[src/rtl/uart_rx_pkg.sv]
// Shared types and constants for the UART receive path.
package uart_rx_pkg;

   // Receiver FSM states, one per frame field
   typedef enum logic [2:0] {
      IDLE,
      START,
      DATA,
      PARITY,
      STOP
   } rx_state_t;

   // Supported oversampling ratios
   localparam int PRESCALE_8  = 8;
   localparam int PRESCALE_16 = 16;
   localparam int PRESCALE_32 = 32;

   // Parity type encodings on par_typ
   localparam logic PAR_EVEN = 1'b0;
   localparam logic PAR_ODD  = 1'b1;

   // 2-of-3 vote used to reject a single noisy sample within a bit
   function automatic logic majority3(input logic a, input logic b, input logic c);
      return (a & b) | (a & c) | (b & c);
   endfunction

endpackage

[src/rtl/uart_rx_sampler.sv]
// Per-bit edge counter and 3-sample majority voter for the UART receiver.
// edge_cnt runs 0..prescale-1 across each bit period; the bit value is the
// majority of the line at counts prescale/2-1, prescale/2 and prescale/2+1.
module uart_rx_sampler
   import uart_rx_pkg::*;
#(
   parameter int PRESCALE_W = 6
) (
   input  logic                  CLK,
   input  logic                  RST,
   input  logic                  start,
   input  logic                  active,
   input  logic [PRESCALE_W-1:0] prescale,
   input  logic                  rx_in,
   output logic                  sampled_bit,
   output logic                  bit_done
);

   logic [PRESCALE_W-1:0] edge_cnt;
   logic [PRESCALE_W-1:0] half;
   logic [PRESCALE_W-1:0] last;
   logic                  s0;
   logic                  s1;

   assign half     = prescale >> 1;
   assign last     = prescale - PRESCALE_W'(1);
   assign bit_done = active && (edge_cnt == last);

   // Edge counter: the cycle that detects the start edge is edge 0, so the
   // counter is loaded with 1 for the following cycle
   always_ff @(posedge CLK) begin
      if (RST || !(start || active)) begin
         edge_cnt <= '0;
      end else if (start) begin
         edge_cnt <= PRESCALE_W'(1);
      end else if (edge_cnt == last) begin
         edge_cnt <= '0;
      end else begin
         edge_cnt <= edge_cnt + PRESCALE_W'(1);
      end
   end

   // Capture the two early mid-bit samples and register the vote on the third
   always_ff @(posedge CLK) begin
      if (RST) begin
         s0          <= 1'b1;
         s1          <= 1'b1;
         sampled_bit <= 1'b1;
      end else if (active) begin
         if (edge_cnt == half - PRESCALE_W'(1)) begin
            s0 <= rx_in;
         end
         if (edge_cnt == half) begin
            s1 <= rx_in;
         end
         if (edge_cnt == half + PRESCALE_W'(1)) begin
            sampled_bit <= majority3(s0, s1, rx_in);
         end
      end
   end

endmodule

[src/rtl/uart_rx_core.sv]
// UART receiver: start-bit qualification, LSB-first deserialization,
// optional parity check and stop check, one parallel word per frame.
module uart_rx_core
   import uart_rx_pkg::*;
#(
   parameter int DATA_WIDTH = 8,
   parameter int PRESCALE_W = 6
) (
   input  logic                  CLK,
   input  logic                  RST,
   input  logic                  rx_in,
   input  logic [PRESCALE_W-1:0] prescale,
   input  logic                  par_en,
   input  logic                  par_typ,
   output logic [DATA_WIDTH-1:0] p_data,
   output logic                  data_valid,
   output logic                  par_err,
   output logic                  stp_err
);

   localparam int IDX_W = (DATA_WIDTH > 1) ? $clog2(DATA_WIDTH) : 1;
   localparam logic [IDX_W-1:0] BIT_LAST = IDX_W'(DATA_WIDTH - 1);

   rx_state_t             state;
   logic [PRESCALE_W-1:0] prescale_q;
   logic                  par_en_q;
   logic                  par_typ_q;
   logic [IDX_W-1:0]      bit_idx;
   logic [DATA_WIDTH-1:0] shift;
   logic                  par_bad;

   logic                  start;
   logic                  active;
   logic                  sampled_bit;
   logic                  bit_done;

   assign start  = (state == IDLE) && !rx_in;
   assign active = (state != IDLE);

   uart_rx_sampler #(
      .PRESCALE_W (PRESCALE_W)
   ) u_sampler (
      .CLK         (CLK),
      .RST         (RST),
      .start       (start),
      .active      (active),
      .prescale    (prescale_q),
      .rx_in       (rx_in),
      .sampled_bit (sampled_bit),
      .bit_done    (bit_done)
   );

   // Frame FSM with deserializer, checkers and registered result strobes
   always_ff @(posedge CLK) begin
      if (RST) begin
         state      <= IDLE;
         prescale_q <= '0;
         par_en_q   <= 1'b0;
         par_typ_q  <= PAR_EVEN;
         bit_idx    <= '0;
         shift      <= '0;
         par_bad    <= 1'b0;
         p_data     <= '0;
         data_valid <= 1'b0;
         par_err    <= 1'b0;
         stp_err    <= 1'b0;
      end else begin
         data_valid <= 1'b0;
         par_err    <= 1'b0;
         stp_err    <= 1'b0;
         case (state)
            IDLE: begin
               if (!rx_in) begin
                  // Frame configuration is frozen here for the whole frame
                  state      <= START;
                  prescale_q <= prescale;
                  par_en_q   <= par_en;
                  par_typ_q  <= par_typ;
                  bit_idx    <= '0;
                  par_bad    <= 1'b0;
               end
            end
            START: begin
               if (bit_done) begin
                  // A start bit that votes high was a glitch: drop it silently
                  state <= sampled_bit ? IDLE : DATA;
               end
            end
            DATA: begin
               if (bit_done) begin
                  shift <= {sampled_bit, shift[DATA_WIDTH-1:1]};
                  if (bit_idx == BIT_LAST) begin
                     bit_idx <= '0;
                     state   <= par_en_q ? PARITY : STOP;
                  end else begin
                     bit_idx <= bit_idx + IDX_W'(1);
                  end
               end
            end
            PARITY: begin
               if (bit_done) begin
                  par_bad <= sampled_bit != ((^shift) ^ (par_typ_q == PAR_ODD));
                  state   <= STOP;
               end
            end
            STOP: begin
               if (bit_done) begin
                  state <= IDLE;
                  if (par_bad || !sampled_bit) begin
                     par_err <= par_bad;
                     stp_err <= !sampled_bit;
                  end else begin
                     p_data     <= shift;
                     data_valid <= 1'b1;
                  end
               end
            end
            default: begin
               state <= IDLE;
            end
         endcase
      end
   end

endmodule
[config.mk]
export PLATFORM = sky130hd
export DESIGN_NAME = uart_rx_core
export DESIGN_NICKNAME = d
export VERILOG_FILES = /design/src/rtl/uart_rx_pkg.sv /design/src/rtl/uart_rx_sampler.sv /design/src/rtl/uart_rx_core.sv
export SDC_FILE = /design/constraint.sdc
export NUM_CORES = 1
export LEC_CHECK = 0
export CAP_MARGIN = 25
export CORE_ASPECT_RATIO = 0.6
export CORE_MARGIN = 1
export CORE_UTILIZATION = 45
export CTS_BUF_LIST = sky130_fd_sc_hd__clkbuf_8
export DETAILED_ROUTE_END_ITERATION = 8
export HOLD_SLACK_MARGIN = 0.15
export PLACE_DENSITY = 0.61
export SLEW_MARGIN = 20
export SYNTH_ARGS = -nofsm -noshare
export SYNTH_HDL_FRONTEND = slang
export SYNTH_SLANG_ARGS = --single-unit
[constraint.sdc]
create_clock -name CLK -period 4.2 [get_ports CLK]
set_input_delay 0.84 -clock CLK [delete_from_list [all_inputs] [get_ports CLK]]
set_output_delay 0.84 -clock CLK [all_outputs]
set_load 0.02 [all_outputs]
* Yosys cells after proc, flatten, opt, wreduce, memory -nomap -nowiden
Cells that the tools add are included.
** Word-level totals
- Bits in registers :: 43
- Output and inout port bits :: 11
- Bits of input ports :: 11
- Word-level logic and storage cells :: 91
** Cells by class
- Eq/ne operators :: 16
- Reductions and logical operators :: 25
- Add/sub/neg operators :: 5
- Multiplexer cells :: 19
- Bitwise operators :: 10
** Operators by type and width (number)
- $mux 3 :: 10
- $eq 6x6->1 :: 3
- $pmux 3 s5 :: 1
- $ne 2x2->1 const B :: 6
- $reduce_and 2->1 :: 5
- $reduce_and 3->1 :: 3
- $reduce_xor 8->1 :: 1
- $add 5x1->6 const B :: 1
- $add 6x1->6 const B :: 1
- $eq 3x2->1 const B :: 2
- $eq 3x3->1 const B :: 2
- $eq 6x5->1 :: 1
- $pmux 3 s2 :: 1
- $reduce_and 6->1 :: 1
- $reduce_or 3->1 :: 2
- $sub 5x1->6 const B :: 1
- $sub 6x1->6 const B :: 1
- $mux 1 :: 5
- $not 1->1 :: 4
- $reduce_bool 2->1 :: 2
- $reduce_or 4->1 :: 1
- $add 3x1->3 const B :: 1
- $and 1x1->1 :: 3
- $eq 3x1->1 const B :: 1
- 10 further kinds :: 16

* Depth between registers and ports, before layout
- Depth after elaboration :: 6
- Depth in mapped cells :: 10
- Mapped depth without buffers :: 8

* Cells and area by module
A second synthesis with hierarchy kept.
** Unflattened totals
- Cell total of the unflattened synthesis :: 270
- Area total of the unflattened synthesis :: 2386.0 µm²
** Modules (own cells, without submodules)
- uart_rx_core :: seq. area each 680.7 µm², cells each 169, area an instance 1495.2 µm², instances 1
- uart_rx_sampler :: seq. area each 180.2 µm², cells each 101, area an instance 890.9 µm², instances 1

* Least setup slack after synthesis
OpenSTA, ideal clock, no wires.
- Path type :: register to register
- Start point :: register prescale_q[1]
- End point :: register p_data[0]
- Setup time :: 128 ps
- Setup slack :: 1785 ps
- Data arrival time :: 2288 ps
- Required time :: 4072 ps
- Clock period less this slack :: 2415 ps
- Stages on the path, launching flop included :: 10
- Path buffers :: 1
- Cells stage by stage :: dfxtp_1 clkbuf_1 inv_1 ha_1 a21boi_0 xnor2_1 nand4b_2 nor4_4 mux2i_1 nor2_1
** Between the ends
- Cells in the longest elaborated chain, start to end :: 4
** RTL lines
- start: declaration :: RTL line uart_rx_core.sv:25 : logic [PRESCALE_W-1:0] prescale_q;
- start signal: assignment :: RTL line uart_rx_core.sv:76 : prescale_q <= prescale;
- $sub 6x1->6 :: RTL line uart_rx_sampler.sv:26 : assign last = prescale - PRESCALE_W'(1);
- $eq 6x6->1 :: RTL line uart_rx_sampler.sv:27 : assign bit_done = active && (edge_cnt == last);
- $logic_and 1x1->1 :: RTL line uart_rx_sampler.sv:27
- $reduce_and 3->1 (no line)
- end signal: assignment :: RTL line uart_rx_core.sv:113 : p_data <= shift;
- end: declaration :: RTL line uart_rx_core.sv:15 : output logic [DATA_WIDTH-1:0] p_data,
No other way between the ends.
A chain may end at the register's enable or synchronous reset.

* Worst setup path in the final report
- Start point :: register prescale_q[2]
- End point :: register shift[3]
** Between the ends
- Cells in the longest elaborated chain, start to end :: 4
** RTL lines
- $sub 6x1->6 :: RTL line uart_rx_sampler.sv:26
- $eq 6x6->1 :: RTL line uart_rx_sampler.sv:27
- $logic_and 1x1->1 :: RTL line uart_rx_sampler.sv:27
- $reduce_and 2->1 (no line)
- end signal: assignment :: RTL line uart_rx_core.sv:91 : shift <= {sampled_bit, shift[DATA_WIDTH-1:1]};
- end: declaration :: RTL line uart_rx_core.sv:29 : logic [DATA_WIDTH-1:0] shift;
No other way between the ends.

==> results_dict.tcl <==
set metrics [dict create \
    final_cell_mix "dfxtp_1, nor2_1, nand2_1" \
    h-tree-depth 2 \
    avgViaCountPerCell 5.22 \
    yosys.area_share.simple 0.229 \
    clock-root-buffer "clkbuf_8" \
    vias 1832 \
    io_buffers 21 \
    grt_pass1_wl_mm 8.17 \
    drcViolationCount 0 \
    rsz0062_at_grt "no" \
    cts.sinks 43 \
    drive_above_1_share 0.0521 \
    clockBufferDepth 2 \
    seq_area_um2 861 \
    fmax_mhz 350 \
    synth_top_family_by_area "simple AND/OR/NAND/NOR gates" \
    yosys.area.top_type "dfxtp_1" \
    max_cap_violations 0 \
    pre_cts_slack_ps 1370 \
    wl_per_cell_um 14.3 \
    yosys-top-cells-area "dfxtp_1, mux2i_1, xnor2_1, nor2_1, nand2_1" \
    fin_area_mm2 0.00264 \
    io_pins 22 \
    ys_types 43 \
    synth_mux_area_frac 0.0857 \
    drtIter0Drc 106 \
    power.density_mw_per_mm2 370 \
    synth-edff-count 0 \
    cp-end-kind "flip-flop" \
    cts-buffers-inserted 5 \
    synth_area_mm2 0.00233 \
    grt_pass1_vias 1568 \
    grt_usage 0.199 \
    first_pass_iters 4 \
    synth_flop_cell "dfxtp_1" \
    hold_buffers 0 \
    core_mm2 0.00478 \
    finalWirelength_mm 5.01 \
    start_util 0.489 \
    syn-instance-count 275 \
    startpoint_type "flip-flop" \
    fillCellCount 446 \
    cts_tree "done" \
    std_cell_rows 19 \
    post-route-min-period_ps 2850 \
    grt_max_degree 21 \
    synth_top_area_frac 0.369 \
    vdd_drop_max_v 0.000193 \
    cts_resized 0 \
    syn-num-nets 293 \
    insertion_delay_ps 300 \
    fin_tns_setup_ps 0 \
    power_mw 0.978 \
    multiInputGateArea_mm2 0.00137 \
    dpl_cell_area_mm2 0.00256 \
    syn_area_per_cell_um2 8.49 \
    status "finished clean" \
    nNetsFinal 305 \
    clkTransAtPathRegs_ps 80 \
    leakagePower_nw 0.965 \
    synth-compound-area-share 0.106 \
    worst_slack_ps 1350 \
    postSynth.asyncResetShare 0 \
    layout_commonest_cell "dfxtp_1" \
    cts_setup_buffers 0 \
    diodes 0 \
    die_x_um 95.0 \
    dpl.hpwl_mm 3.72 \
    ys_warn_count 0 \
    hold_viol 0 \
    gp_congestion 0.824 \
    hold_path_class "flip-flop to flip-flop" \
    antenna_found_initial 0 \
    path_class "flip-flop to flip-flop" \
    skew_ps 7.02 \
    final-setup-viol-count 0 \
    gr-total-overflow 0 \
    slew_headroom 0.302 \
    ys_seq_elements 43 \
    synth_xor_area_frac 0.124 \
    worst_pin_slew_ps 1040 \
    die_area_mm2 0.00549 \
    syn_to_final_growth_pct 13.2 \
    cp.required_ps 4360 \
    slew_violations 0 \
    ys_seq_area_frac 0.369 \
    die_h_um 57.8 \
    synth_fa_ha_area_frac 0.0418 \
    utilization 0.553 \
    critPathMaxFanout 12 \
    final.period_utilization 0.680 \
    ant_nets 0 \
    cp.arrival_ps 3010 \
]
## kinds of logic (layout without fill, tap and decap cells)
kind of cell | Yosys count | after routing
fa+ha+maj | 8 | 8
mux | 20 | 20
simple gates | 110 | 110
compound gates | 37 | 37
buf+inv | 24 | 37
xor+xnor | 33 | 33
flops | 43 | 43
## path summary, 6_finish.rpt
kind                            slack [ps]  cells past startpoint           from         end
worst max-delay path                  1350                      8  prescale_q[2]    shift[3]
worst min-delay path                   450                      1     bit_idx[0]  bit_idx[0]
worst min register to register         450                      1     bit_idx[0]  bit_idx[0]
worst max register to register        1350                      8  prescale_q[2]    shift[3]
## per-stage QoR
| step | hold WS [ps] | cells |
|---|---|---|
| after floorplan | 424 | 275 |
| after global placement | 450 | 343 |
| after detailed placement | 450 | 343 |
| after CTS | 462 | 351 |
| after global routing | 478 | 351 |
| final | 454 | 351 |
## where the power goes
group | internal (mW) | switching (mW)
Sequential | 0.427 | 0.0454
Clock | 0.114 | 0.141
Combinational | 0.108 | 0.143
## metal layers
layer,track usage,wire length [um],vias up
li1,-,-,956
met1,0.321,2930,831
met2,0.250,1800,40
met3,0.0551,246,5
met4,0.0498,31,0
met5,0,0,-
## cells in the mapped netlist (2+ instances only)
library cell / count
inv_1: 7
nor3_1: 7
buf_4: 3
nand2_1: 30
clkbuf_1: 10
xor2_1: 12
o2111ai_1: 2
nand2b_1: 2
buf_2: 3
o211ai_1: 3
o31a_1: 2
ha_1: 7
or3_1: 2
nor2b_1: 4
o41ai_1: 2
o21ai_0: 6
nand3_1: 7
dfxtp_1: 43
nand4_1: 2
nor2_1: 41
a21oi_1: 15
xnor2_1: 21
nand3b_1: 3
mux2i_1: 20
nor4_1: 3
## area by class of cell
class / count / share of cell area
Multi-Input combinational cell: 208 / 0.520
Sequential cell: 43 / 0.326
Timing Repair Buffer: 22 / 0.0824
Tap cell: 63 / 0.0298
Clock buffer: 5 / 0.0260
Inverter: 7 / 0.00994
Clock inverter: 3 / 0.00616
## worst max-delay path, stage by stage, from the launching register on
cell and delay (ps):
dfxtp_1 580, inv_1 130, ha_1 210, a21boi_0 220, xnor2_1 170, nand4b_2 200, nor3_2 870, mux2i_1 270
nor2_1 60
## sequential cells by signal (all words and copies together), names as in the netlist
signal,flops
data_valid,1
par_bad,1
par_err,1
u_sampler.edge_cnt,6
u_sampler.s1,1
par_en_q,1
par_typ_q,1
shift,8
p_data,8
u_sampler.sampled_bit,1
prescale_q,6
state,3
u_sampler.s0,1
bit_idx,3
stp_err,1
(Power assumes the default switching activity.)
